==> src/rtl/slsu.sv <==
// rtl/slsu.sv - RV32I load/store unit: bounds-checked memory access with a response handshake.
// Optional feature macro: MISALIGN_SPLIT_EN (misaligned accesses become sequential byte cycles).
module slsu #(
  parameter int DATA_WIDTH = 32,
  parameter int MEM_SIZE   = 1024
) (
  input  logic                  clk,
  input  logic                  rst,
  input  logic                  req_valid_i,
  output logic                  req_ready_o,
  input  logic                  req_we_i,
  input  logic [2:0]            req_funct3_i,
  input  logic [DATA_WIDTH-1:0] req_addr_i,
  input  logic [DATA_WIDTH-1:0] req_wdata_i,
  output logic                  resp_valid_o,
  input  logic                  resp_ready_i,
  output logic [DATA_WIDTH-1:0] resp_rdata_o,
  output logic                  resp_err_o,
  output logic                  mem_read_o,
  output logic                  mem_write_o,
  output logic [1:0]            mem_size_o,
  output logic [DATA_WIDTH-1:0] mem_addr_o,
  output logic [DATA_WIDTH-1:0] mem_wdata_o,
  input  logic [DATA_WIDTH-1:0] mem_rdata_i
);

`ifdef MISALIGN_SPLIT_EN
  typedef enum logic [1:0] {IDLE = 2'd0, ACCESS = 2'd1, RESP = 2'd2, SPLIT = 2'd3} state_t;
`else
  typedef enum logic [1:0] {IDLE = 2'd0, ACCESS = 2'd1, RESP = 2'd2} state_t;
`endif

  // One extra bit so that addr+N-1 wrapping past the top of the address space still compares high.
  localparam logic [DATA_WIDTH:0] LIMIT = (DATA_WIDTH+1)'(MEM_SIZE - 3);

  state_t                state, state_next;
  logic                  we_q;
  logic [2:0]            funct3_q;
  logic [DATA_WIDTH-1:0] addr_q;
  logic [DATA_WIDTH-1:0] wdata_q;
  logic                  err_q;
  logic [DATA_WIDTH-1:0] rdata_q;
`ifdef MISALIGN_SPLIT_EN
  logic [1:0]            cnt_q;
  logic [1:0]            last_cnt;
  logic [DATA_WIDTH-1:0] cnt_wide;
`endif

  logic                  f3_ok;
  logic                  aligned;
  logic                  oob;
  logic                  bad;
  logic                  accept;
  logic [2:0]            nbytes;
  logic [DATA_WIDTH:0]   span;
  logic [DATA_WIDTH-1:0] load_data;

  function automatic logic [DATA_WIDTH-1:0] extend(input logic [2:0] f3,
                                                   input logic [DATA_WIDTH-1:0] d);
    case (f3)
      3'b000:  extend = {{(DATA_WIDTH-8){d[7]}}, d[7:0]};
      3'b001:  extend = {{(DATA_WIDTH-16){d[15]}}, d[15:0]};
      3'b100:  extend = {{(DATA_WIDTH-8){1'b0}}, d[7:0]};
      3'b101:  extend = {{(DATA_WIDTH-16){1'b0}}, d[15:0]};
      default: extend = d;
    endcase
  endfunction

  always_comb begin
    f3_ok   = 1'b0;
    nbytes  = 3'd4;
    aligned = 1'b1;
    case (req_funct3_i)
      3'b000, 3'b001, 3'b010: f3_ok = 1'b1;
      3'b100, 3'b101:         f3_ok = !req_we_i;
      default:                f3_ok = 1'b0;
    endcase
    case (req_funct3_i[1:0])
      2'b00: begin
        nbytes  = 3'd1;
        aligned = 1'b1;
      end
      2'b01: begin
        nbytes  = 3'd2;
        aligned = !req_addr_i[0];
      end
      default: begin
        nbytes  = 3'd4;
        aligned = (req_addr_i[1:0] == 2'b00);
      end
    endcase
    span = {1'b0, req_addr_i} + {{(DATA_WIDTH-2){1'b0}}, nbytes - 3'd1};
    if (aligned) oob = ({1'b0, req_addr_i} >= LIMIT);
    else         oob = (span >= LIMIT);
`ifdef MISALIGN_SPLIT_EN
    bad = !f3_ok || oob;
`else
    bad = !f3_ok || oob || !aligned;
`endif
  end

  assign accept = req_valid_i && req_ready_o;

`ifdef MISALIGN_SPLIT_EN
  assign last_cnt = {funct3_q[1], funct3_q[1] | funct3_q[0]};
  assign cnt_wide = {{(DATA_WIDTH-2){1'b0}}, cnt_q};
`endif

  always_ff @(posedge clk or posedge rst) begin
    if (rst) state <= IDLE;
    else     state <= state_next;
  end

  always_comb begin
    state_next = state;
    case (state)
      IDLE: begin
        if (accept) begin
          if (bad)          state_next = RESP;
`ifdef MISALIGN_SPLIT_EN
          else if (!aligned) state_next = SPLIT;
`endif
          else              state_next = ACCESS;
        end
      end
      ACCESS: state_next = RESP;
`ifdef MISALIGN_SPLIT_EN
      SPLIT:  if (cnt_q == last_cnt) state_next = RESP;
`endif
      RESP:   if (resp_ready_i) state_next = IDLE;
      default: state_next = IDLE;
    endcase
  end

  always_ff @(posedge clk or posedge rst) begin
    if (rst) begin
      we_q     <= 1'b0;
      funct3_q <= 3'b000;
      addr_q   <= '0;
      wdata_q  <= '0;
      err_q    <= 1'b0;
      rdata_q  <= '0;
`ifdef MISALIGN_SPLIT_EN
      cnt_q    <= 2'd0;
`endif
    end else begin
      case (state)
        IDLE: begin
          if (accept) begin
            we_q     <= req_we_i;
            funct3_q <= req_funct3_i;
            addr_q   <= req_addr_i;
            wdata_q  <= req_wdata_i;
            err_q    <= bad;
            rdata_q  <= '0;
`ifdef MISALIGN_SPLIT_EN
            cnt_q    <= 2'd0;
`endif
          end
        end
        ACCESS: if (!we_q) rdata_q <= mem_rdata_i;
`ifdef MISALIGN_SPLIT_EN
        SPLIT: begin
          // Each byte cycle returns its byte in lane 0; assemble little-endian.
          if (!we_q) rdata_q[{cnt_q, 3'b000} +: 8] <= mem_rdata_i[7:0];
          cnt_q <= cnt_q + 2'd1;
        end
`endif
        default: ;
      endcase
    end
  end

  assign load_data = extend(funct3_q, rdata_q);

  always_comb begin
    req_ready_o  = 1'b0;
    resp_valid_o = 1'b0;
    resp_err_o   = 1'b0;
    resp_rdata_o = '0;
    mem_read_o   = 1'b0;
    mem_write_o  = 1'b0;
    mem_size_o   = 2'b00;
    mem_addr_o   = '0;
    mem_wdata_o  = '0;
    case (state)
      IDLE: req_ready_o = !rst;
      ACCESS: begin
        mem_read_o  = !we_q;
        mem_write_o = we_q;
        mem_size_o  = funct3_q[1:0];
        mem_addr_o  = addr_q;
        mem_wdata_o = wdata_q;
      end
`ifdef MISALIGN_SPLIT_EN
      SPLIT: begin
        mem_read_o       = !we_q;
        mem_write_o      = we_q;
        mem_size_o       = 2'b00;
        mem_addr_o       = addr_q + cnt_wide;
        mem_wdata_o[7:0] = wdata_q[{cnt_q, 3'b000} +: 8];
      end
`endif
      RESP: begin
        resp_valid_o = 1'b1;
        resp_err_o   = err_q;
        if (!err_q && !we_q) resp_rdata_o = load_data;
      end
      default: ;
    endcase
  end

endmodule

==> config.mk <==
export PLATFORM = sky130hd
export DESIGN_NAME = slsu
export DESIGN_NICKNAME = d
export VERILOG_FILES = /design/src/rtl/slsu.sv
export SDC_FILE = /design/constraint.sdc
export NUM_CORES = 1
export LEC_CHECK = 0
export CAP_MARGIN = 20
export CORE_UTILIZATION = 25
export CTS_BUF_LIST = sky130_fd_sc_hd__clkbuf_8 sky130_fd_sc_hd__clkbuf_16
export CTS_CLUSTER_DIAMETER = 100
export DETAILED_ROUTE_END_ITERATION = 12
export HOLD_SLACK_MARGIN = 0.12
export SLEW_MARGIN = 15
export SYNTH_ARGS = -nofsm -noshare
export SYNTH_HDL_FRONTEND = slang
export SYNTH_SLANG_ARGS = --single-unit
==> constraint.sdc <==
create_clock -name clk -period 3.6 [get_ports clk]
set_input_delay 0.36 -clock clk [delete_from_list [all_inputs] [get_ports clk]]
set_output_delay 0.36 -clock clk [all_outputs]
set_load 0.005 [all_outputs]
==> flow_metrics.tcl <==
set metrics [dict create \
    syn-num-nets 695 \
    cp-start-kind "register" \
    root_buffer "clkbuf_16" \
    ys_ff_latch 103 \
    vdd_drop_max_v 0.000240 \
    place_congestion 0.746 \
    fin_crit_ns 2.79 \
    grt_max_degree 87 \
    num_vias 4432 \
    htreeDepth 3 \
    dieWidth_um 142 \
    drv_cap 0 \
    crit_start "funct3_q[0]$_DFFE_PP0P_" \
    fill_cells 1959 \
    nNetsFinal 880 \
    worstPathRequired_ns 3.24 \
    post_cts_buffers 0 \
    grt_setup_unrepaired "false" \
    first_pass_iters 4 \
    final.period_utilization_pct 77.4 \
    die_area_um2 20100 \
    end_kind "output port" \
    synthCells 590 \
    core_um2 18900 \
    wl_per_cell_um 14.3 \
    finalSetupTns_ns 0 \
    worst-setup-path-type "register to output port" \
    clock_skew_ns 0.00556 \
    fmax_mhz 359 \
    seq_area_um2 2580 \
    drive_gt1_share_pct 4.23 \
    r2r_end "addr_q[17]$_DFFE_PP0P_" \
    min_path_cells 2 \
    grt-ovfl-total 0 \
    design.portCount 207 \
    arrival_ns 2.43 \
    grtUsageTotal_pct 15.1 \
    avgSynthCellArea_um2 8.26 \
    ys_seq_area_share_pct 52.9 \
    grt_pass1_wl_um 23600 \
    status "finished clean" \
    reg2reg_setup_slack_ns 1.71 \
    setup_viol 0 \
    yosysUniqueCellTypes 28 \
    cp_max_fo 16 \
    slew_headroom_pct 36.0 \
    power_density_nw_per_um2 386 \
    drc 0 \
    area_delta_synth_final_pct 54.0 \
    viasPerCell 4.26 \
    clock_latency_ns 0.35 \
    ctsHoldBuffers 0 \
    diodes 0 \
    timing.hold.ws_ns 0.469 \
    first_global_vias 4569 \
    p_leak_nw 3.31 \
    min_to "addr_q[27]$_DFFE_PP0P_" \
    cts_tree "built" \
    clock-sinks 103 \
    cts_inserted_buffers 9 \
    hold_path_startpoint "addr_q[27]$_DFFE_PP0P_" \
    cts_resized 0 \
    clk_path_buf_depth 2 \
    rows 50 \
    ys_warn_count 0 \
    hold_path.class "register to register" \
    reg2regPathDepth 5 \
    start_util_pct 25.8 \
    drtIter0Drc 216 \
    port_buffers 206 \
    slew_viol_final 0 \
    antenna_found_initial 0 \
    syn_area_um2 4880 \
    clkTransAtPathRegs_ns 0.07 \
    multiInputGateArea_um2 2050 \
    die_y_um 142 \
    finalWirelength_um 14900 \
    r2r_start "state[1]$_DFFE_PP0P_" \
    dp_hpwl_um 10400 \
    ant_nets 0 \
    finalHoldViolations 0 \
    worst_pin_slew_ns 0.960 \
]
==> layer usage <==
layer	track usage, %	share of wire (%)	up-vias	wire length [um]
met4	5.89	1.9	0	276
li1	-	-	2219	-
met5	0	0	-	0
met2	24.6	45	132	6730
met3	3.95	6.9	15	1020
met1	19.3	46	2066	6820
==> cell families (layout without fill, tap and decap cells) <==
family,count (synthesis),count (layout),synth area share [%]
AO/OA/AOI/OAI,72,72,8.42
AND/OR/NAND/NOR,354,354,32.8
flip-flops,103,103,52.9
multiplexers,1,1,0.205
adder cells (fa/ha/maj),1,1,0.257
buffers and inverters,59,249,5.49
==> metrics by stage <==
step / setup WS (ns) / utilization, % / power (mW) / std cells / instance area [um^2]
floorplan: 0.536 / - / 1.58 / 590 / 4880
detailed placement: 1.13 / 37.9 / 1.79 / 1024 / 7160
global placement: 1.14 / 37.9 / 1.78 / 1024 / 7160
CTS: 0.745 / 39.7 / 2.95 / 1040 / 7510
finish: 0.813 / 39.7 / 2.90 / 1040 / 7510
global route: 0.599 / 39.7 / 3.05 / 1040 / 7510
==> worst max path at each step <==
stage                     cells past startpoint                    end  slack (ns)
after floorplan                               1  addr_q[0]$_DFFE_PP0P_        0.54
after global placement                        5       resp_rdata_o[27]        1.14
after detailed placement                      5       resp_rdata_o[31]        1.13
after CTS                                     5       resp_rdata_o[31]        0.74
after global routing                          5       resp_rdata_o[26]        0.60
final                                         5       resp_rdata_o[31]        0.81
==> registers in the layout, summed over array words and instances (netlist names) <==
name      flops
we_q          1
rdata_q      32
state         2
err_q         1
addr_q       32
wdata_q      32
funct3_q      3
==> power breakdown <==
| part | switching, mW | internal (mW) |
|---|---|---|
| Combinational | 0.186 | 0.181 |
| Sequential | 0.0890 | 1.30 |
| Clock | 0.445 | 0.697 |
| Total | 0.720 | 2.18 |
==> cell type report <==
cell class / count / area share, %
sequential: 103 / 34.3
multi-input combinational: 428 / 27.3
inverter: 19 / 0.983
tap: 260 / 4.33
clock inverter: 6 / 1.45
clock buffer: 10 / 3.18
timing repair buffer: 214 / 28.4
==> cell usage after synthesis, drive strengths merged <==
master,instances,area share [%]
nand2,251,19
dfrtp,103,53
and2,78,10
o21ai,28,3.0
a21oi,26,2.7
buf,24,2.8
inv,19,1.5
clkbuf,16,1.2
o31ai,16,2.5
nor4,6,0.90
nor2,5,0.38
nand4,4,0.51
nand2b,3,0.38
nor3,3,0.64
a211oi,1,0.15
and2b,1,0.15
ha,1,0.26
mux2i,1,0.21
o221ai,1,0.18
or2,1,0.13
or3,1,0.13
or4b,1,0.21
==> critical path: stages (launching register included) <==
cell and delay (ns):
dfrtp_1 0.58, mux2i_1 0.23, nor2_1 0.09, o21ai_2 0.58, a21oi_1 0.12, clkdlybuf4s50_1 0.49
==> placed cells by master, fill, tap and decap left out, types with 4 or more instances in the layout <==
cell type,synthesis,routed
clkdlybuf4s50_1,0,206
clkbuf_16,0,9
o21ai_0,27,27
buf_4,4,7
dfrtp_1,103,103
inv_1,19,19
a21oi_1,26,26
nor4_1,5,5
and2_1,78,77
nand2_1,251,250
nor2_1,5,4
nand4_1,4,4
o31ai_1,16,16
Power figures use the tool's default switching activity.
